<file path="src/rtl/cam_ctrl_pkg.sv">
// Shared types and constants for the CAM request sequencer.
package cam_ctrl_pkg;

    localparam int unsigned KEY_W     = 8;
    localparam int unsigned IDX_W     = 5;
    localparam int unsigned CAM_DEPTH = 32;
    localparam int unsigned STAT_W    = 2;

    typedef enum logic [2:0] {
        IDLE = 3'd0,
        LKUP = 3'd1,
        CHK  = 3'd2,
        WR   = 3'd3,
        RSP  = 3'd4
    } state_e;

    typedef enum logic [STAT_W-1:0] {
        ST_HIT      = 2'd0,
        ST_MISS     = 2'd1,
        ST_INSERTED = 2'd2,
        ST_REJECT   = 2'd3
    } status_e;

endpackage

</file>
<file path="src/rtl/cam_ctrl.sv">
// Sequences lookup/insert requests onto a 32-entry CAM with a registered match
// output, allocating entries 1..31 in order and owning the CAM reset.
module cam_ctrl #(
    parameter int unsigned KEY_W = 8,
    parameter int unsigned IDX_W = 5
) (
    input  logic             clk,
    input  logic             rst,
    input  logic             req_valid,
    output logic             req_ready,
    input  logic             req_op,
    input  logic [KEY_W-1:0] req_key,
    output logic             rsp_valid,
    input  logic             rsp_ready,
    output logic [1:0]       rsp_status,
    output logic [IDX_W-1:0] rsp_idx,
    output logic [IDX_W-1:0] used,
    output logic             cam_rst_n,
    output logic             cam_enable,
    output logic             cam_write,
    output logic [IDX_W-1:0] cam_addr,
    output logic [KEY_W-1:0] cam_data,
    input  logic [IDX_W-1:0] cam_out
);
    import cam_ctrl_pkg::*;

    localparam logic [IDX_W-1:0] USED_MAX = IDX_W'((2 ** IDX_W) - 1);

    state_e             state_q, state_d;
    logic               op_q, op_d;
    logic [KEY_W-1:0]   key_q, key_d;
    logic [IDX_W-1:0]   used_q, used_d;
    logic [1:0]         status_q, status_d;
    logic [IDX_W-1:0]   idx_q, idx_d;
    logic               rsp_valid_q, rsp_valid_d;
    logic               req_ready_q, req_ready_d;
    logic               cam_en_q, cam_en_d;
    logic               cam_wr_q, cam_wr_d;
    logic [IDX_W-1:0]   cam_addr_q, cam_addr_d;
    logic               cam_rst_n_q;

    // Next-state, datapath updates and registered-output preloads
    always_comb begin
        state_d  = state_q;
        op_d     = op_q;
        key_d    = key_q;
        used_d   = used_q;
        status_d = status_q;
        idx_d    = idx_q;

        unique case (state_q)
            IDLE: begin
                if (req_valid && req_ready_q) begin
                    op_d  = req_op;
                    key_d = req_key;
                    // Key 0 would alias the CAM's zeroed, unallocated entries
                    if (req_key == '0) begin
                        state_d  = RSP;
                        status_d = ST_REJECT;
                        idx_d    = '0;
                    end else begin
                        state_d = LKUP;
                    end
                end
            end
            LKUP: state_d = CHK;
            CHK: begin
                if (cam_out != '0) begin
                    state_d  = RSP;
                    status_d = ST_HIT;
                    idx_d    = cam_out;
                end else if (!op_q) begin
                    state_d  = RSP;
                    status_d = ST_MISS;
                    idx_d    = '0;
                end else if (used_q == USED_MAX) begin
                    state_d  = RSP;
                    status_d = ST_REJECT;
                    idx_d    = '0;
                end else begin
                    state_d = WR;
                end
            end
            WR: begin
                used_d   = IDX_W'(used_q + 1'b1);
                idx_d    = IDX_W'(used_q + 1'b1);
                status_d = ST_INSERTED;
                state_d  = RSP;
            end
            RSP: begin
                if (rsp_ready) state_d = IDLE;
            end
            default: state_d = IDLE;
        endcase

        rsp_valid_d = (state_d == RSP);
        req_ready_d = (state_d == IDLE);
        cam_en_d    = (state_d == LKUP);
        cam_wr_d    = (state_d == WR);
        cam_addr_d  = (used_d == USED_MAX) ? '0 : IDX_W'(used_d + 1'b1);
    end

    always_ff @(posedge clk) begin
        if (rst) begin
            state_q     <= IDLE;
            op_q        <= 1'b0;
            key_q       <= '0;
            used_q      <= '0;
            status_q    <= '0;
            idx_q       <= '0;
            rsp_valid_q <= 1'b0;
            req_ready_q <= 1'b0;
            cam_en_q    <= 1'b0;
            cam_wr_q    <= 1'b0;
            cam_addr_q  <= IDX_W'(1);
            cam_rst_n_q <= 1'b0;
        end else begin
            state_q     <= state_d;
            op_q        <= op_d;
            key_q       <= key_d;
            used_q      <= used_d;
            status_q    <= status_d;
            idx_q       <= idx_d;
            rsp_valid_q <= rsp_valid_d;
            req_ready_q <= req_ready_d;
            cam_en_q    <= cam_en_d;
            cam_wr_q    <= cam_wr_d;
            cam_addr_q  <= cam_addr_d;
            cam_rst_n_q <= 1'b1;
        end
    end

    assign req_ready  = req_ready_q;
    assign rsp_valid  = rsp_valid_q;
    assign rsp_status = status_q;
    assign rsp_idx    = idx_q;
    assign used       = used_q;
    assign cam_rst_n  = cam_rst_n_q;
    assign cam_enable = cam_en_q;
    assign cam_write  = cam_wr_q;
    assign cam_addr   = cam_addr_q;
    assign cam_data   = key_q;

endmodule

</file>
<file path="config.mk">
export PLATFORM = sky130hd
export DESIGN_NAME = cam_ctrl
export DESIGN_NICKNAME = d
export VERILOG_FILES = /design/src/rtl/cam_ctrl_pkg.sv /design/src/rtl/cam_ctrl.sv
export SDC_FILE = /design/constraint.sdc
export NUM_CORES = 1
export LEC_CHECK = 0
export ABC_AREA = 1
export CAP_MARGIN = 20
export CORE_MARGIN = 2
export CORE_UTILIZATION = 45
export DETAILED_ROUTE_END_ITERATION = 8
export GPL_ROUTABILITY_DRIVEN = 0
export PLACE_DENSITY_LB_ADDON = 0.05
export SLEW_MARGIN = 20
export SYNTH_ARGS = -nofsm -noshare
export SYNTH_HDL_FRONTEND = slang
export SYNTH_SLANG_ARGS = --single-unit
</file>
<file path="constraint.sdc">
create_clock -name clk -period 2.47 [get_ports clk]
set_input_delay 0.247 -clock clk [delete_from_list [all_inputs] [get_ports clk]]
set_output_delay 0.247 -clock clk [all_outputs]
set_load 0.005 [all_outputs]
</file>
# After elaboration in Yosys (flattened, before gate mapping)
# Index checks and enable logic that the tools add are counted.
# word_totals
regBits	34
input_bits	18
elab_cells	58
# classes
addsub	2
eq_ne	12
muxes	22
reduce_logical	9
# ops
op	count
$mux 5	6
$mux 3	6
$pmux 3 s5	1
$pmux 5 s3	1
$add 5x1->5 const B	2
$eq 5x5->1 const B	2
$mux 2	5
$eq 3x2->1 const B	3
$logic_not 8->1	1
$eq 3x1->1 const B	2
$eq 3x3->1 const B	2
$logic_not 3->1	2
$pmux 2 s3	1
$reduce_bool 5->1	1
$ne 2x2->1 const B	2
$ne 4x4->1 const B	1
$reduce_and 4->1	1
$reduce_bool 3->1	1
$mux 1	2
$reduce_and 2->1	1
$reduce_or 2->1	1
$logic_and 1x1->1	1

# Depth between registers and ports, before layout
# logic_depth
word_depth	6
depth_mapped	12

# Worst setup path before layout
# OpenSTA, ideal clock, no wires.
# synth_path
kind	register to register
from	reg state_q[2]
to	reg cam_addr_q[2] (netlist: cam_addr[2])
setup_time_ns	0.070
arrival_ns	1.784
required_time_ns	2.400
slack_ns	0.617
path_stages_with_launch	13
path_buffers	0
period_less_slack_ns	1.853
cell_sequence	dfxtp_1 inv_2 nand3_2 inv_4 ha_1 inv_1 ha_1 o211ai_1 nor2_1 ha_1 nor2_1 nand2_1 a21oi_1
# synth_between
elab_chain_cells	4
word_cells_on_any_way	5
cone_classes	1 x add/sub; 2 x eq/ne; 1 x mux; 1 x reduce/logical
# synth_lines
element	line	text
start, declared	cam_ctrl.sv:29	state_e state_q, state_d;
start signal, assigned	cam_ctrl.sv:118	state_q <= state_d;
$eq 3x2->1 (*)	cam_ctrl.sv:51	unique case (state_q)
$mux 5 (*)	cam_ctrl.sv:51	
net used_d[0]	cam_ctrl.sv:32	logic [IDX_W-1:0] used_q, used_d;
branches (longest 2 deep; another with $add 5x1->5)	--	
end signal, assigned	cam_ctrl.sv:128	cam_addr_q <= cam_addr_d;
end, declared	cam_ctrl.sv:39	logic [IDX_W-1:0] cam_addr_q, cam_addr_d;
# Mark *: on every way through the listed nets, which the timed path passes.
# A chain may end at the register's enable or synchronous reset.

# Worst setup path in the final report
# layout_path
from	reg state_q[0]
to	reg cam_addr_q[2] (netlist: cam_addr[2])
# The elaborated chain is that of the path after synthesis.

==> results.md <==
* PostCTS Resize Cnt at 0
* FF-to-FF setup slack at ~400 ps
* WP data arrival at 2340 ps
* Cell Rows at 21
* Worst setup SP type: register
* Largest net degree at the start of global routing at 18
* Root Buffer: clkbuf_4
* Power density over the cells at between 400 and 500 nW/µm²
* Min-delay src: rsp_status[1]$_SDFFE_PP0P_
* M1 WL at around 1600 µm
* IO Pins at 48
* Leakage at 0.000896 µW
* Layout Cells excl Fill at 308
* Synth Warn # at 0
* CTS sink count at 34
* Post-layout utilization of the core at 0.636
* Final #Nets at 285
* Max stage delay on crit path at 480 ps
* DP HPWL at 2470 µm
* Share of post-route cells with drive strength above 1 at 0.0992
* Least-Margin Pin Slew at 293 ps
* Met2 WL at 1460 µm
* Syn Nets at approximately 230
* Most frequent cells in the layout: nor2_1 (53), clkdlybuf4s50_1 (47), nand2_1 (38)
* Max Slew Vio Count at 0
* Design Area, Final at 2090 µm²
* TritonCTS clock tree: done
* ANT nets after route at 0
* Slew HR at 0.804
* Core area at 3280 µm²
* Die Wd at 62.2 µm
* Initial antenna violation count at 0
* Detailed-route via count at 1427
* Dominant synthesized flop cell: dfxtp_1
* Vias in the first global route at 1375
* Sequential fraction of the synthesis area at 0.447
* Die Ht at 62.2 µm
* CTS buffer count at 5
* Hold WS at between 400 and 500 ps
* Gr usage total at 0.183
* Clk buf depth at 2
* Top Metal Used: met4
* Max FO, Critical Path at 8
* Worst Setup End Kind: register
* Ant. Diodes at 0
* Wire per inst at 10.8 µm
* CTS Hold Bufs at 0
* Commonest non-fill, non-tap cell in the layout: nor2_1
* First-pass GRT wire length at about 5800 µm
* Reg clk slew, reported paths at 100 ps
* Async SR Flop Fraction at 0
* TritonRoute pass-1 iters at 5
* Initial Util at 0.464
* Critical path launch point: state_q[0]$_SDFF_PP0_
* Placed inst area at 2040 µm²
* Skew final at 6.99 ps
* Setup TNS at 0 ps
* Die area at 3870 µm²
* Outcome: complete, no violations
* Max-cap viol count at 0
* Crit path kind: reg -> reg
* RSZ-0062 raised after global routing: no
* Required time of the critical path at between 2000 and 3000 ps
* FF+latch count, synth at 34
* # setup viols final at 0
* Min Tclk post-route at 2070 ps
* Vias/cell at around 4.6
* Final worst-path cycle share at 0.837
* Drt total wl at 3320 µm
* Hold Vio Cnt, Final at 0
* Slowest CP cell: dfxtp_1
* Drt initial violations at 67
* Maximum vdd ir drop at between 200 and 300 µV
* Hold crit path type: reg -> reg
* Synthesized area per cell at 7.25 µm²
* Met3 WL at 195 µm
* Worst skew pair latency at approximately 330 ps
* Number of library cell types mapped by synthesis at 28
* Inst Count DP at 301
* I/O Buffers at 47
* Max Freq at 0.484 GHz
* Number of synthesized flops with an enable pin at 0
* DRC at 0
* Mapped Area at 1520 µm²
* Crit-path most repeated cell: ha_1
* Reg-to-reg startpoint: state_q[0]$_SDFF_PP0_
* Total grt overflow at 0
* H-tree Lvls at 2
* Crit-path cells: nand3_2 > inv_4 > ha_1 > inv_1 > ha_1 > o211ai_1 > nor2_1 > ha_1 > nor2_1 > nand2_1 > a21oi_1
* Mapped Cells at 210
* Post-CTS Setup Inserts at 0
* Area Overhead vs Synth at 37.2%
[per-stage QoR]
stage	power (µW)	worst slack, ps
after floorplan	657	617
after global placement	739	501
after detailed placement	739	418
after CTS	1020	395
after global routing	1060	132
final	1010	402
[final timing paths]
path                           endpoint  cells after the start
max              cam_addr[2]$_SDFF_PP0_                     11
max reg2reg      cam_addr[2]$_SDFF_PP0_                     11
min reg2reg  rsp_status[1]$_SDFFE_PP0P_                      2
min          rsp_status[1]$_SDFFE_PP0P_                      2
[cell usage after synthesis (2+ instances only)]
master / n / area share
dfxtp_1: 34 / 0.45
nor2_2: 2 / 0.0082
inv_2: 4 / 0.0099
ha_1: 5 / 0.041
nor2_4: 2 / 0.015
nand3_1: 4 / 0.013
inv_1: 19 / 0.047
a21oi_1: 14 / 0.046
nand3b_1: 2 / 0.0099
nand2_1: 38 / 0.094
nor2_1: 53 / 0.13
nor3_1: 2 / 0.0066
o21ai_0: 12 / 0.039
nand3_2: 2 / 0.013
nand2_2: 2 / 0.0082
o211ai_1: 2 / 0.0099
buf_2: 2 / 0.0066
[area by class of cell]
class	count	area [µm²]
Sequential cell	34	681
Fill cell	311	1190
Clock buffer	6	41.3
Clock inverter	1	7.51
Tap cell	46	57.6
Timing Repair Buffer	49	485
Multi-Input combinational cell	147	721
Inverter	25	96.3
[layer usage]
layer | GRT usage | vias up
met2 | 0.300 | 35
met1 | 0.230 | 621
li1 | - | 764
met3 | 0.0453 | 7
met5 | 0 | -
met4 | 0.0778 | 0
[sequential cells by signal (all words and copies together), names as in the netlist]
| signal | cells |
|---|---|
| rsp_status | 2 |
| state_q | 3 |
| cam_data | 8 |
| cam_write | 1 |
| cam_rst_n | 1 |
| op_q | 1 |
| used | 5 |
| cam_addr | 5 |
| rsp_valid | 1 |
| req_ready | 1 |
| cam_enable | 1 |
| rsp_idx | 5 |
[critical path, delay by kind of cell, from the launching register on]
kind                     cells  cell delay, ps
adder cells (fa/ha/maj)      3             530
AND/OR/NAND/NOR              4             550
AO/OA/AOI/OAI                2             240
buffers and inverters        2             210
flip-flops                   1             480
[logic make-up after synthesis]
kind of cell	synth area share
DFF	0.447
adders and majority gates	0.0411
AOI/OAI and AO/OA	0.104
buffers and inverters	0.0797
and+or+nand+nor	0.328
[power breakdown]
part           switching (µW)  leakage [µW]  internal, µW
sequential               12.5      0.000277           571
clock                     180     0.0000243           106
combinational            63.2      0.000595          79.8
No activity file was read; power rests on OpenSTA's default activity.
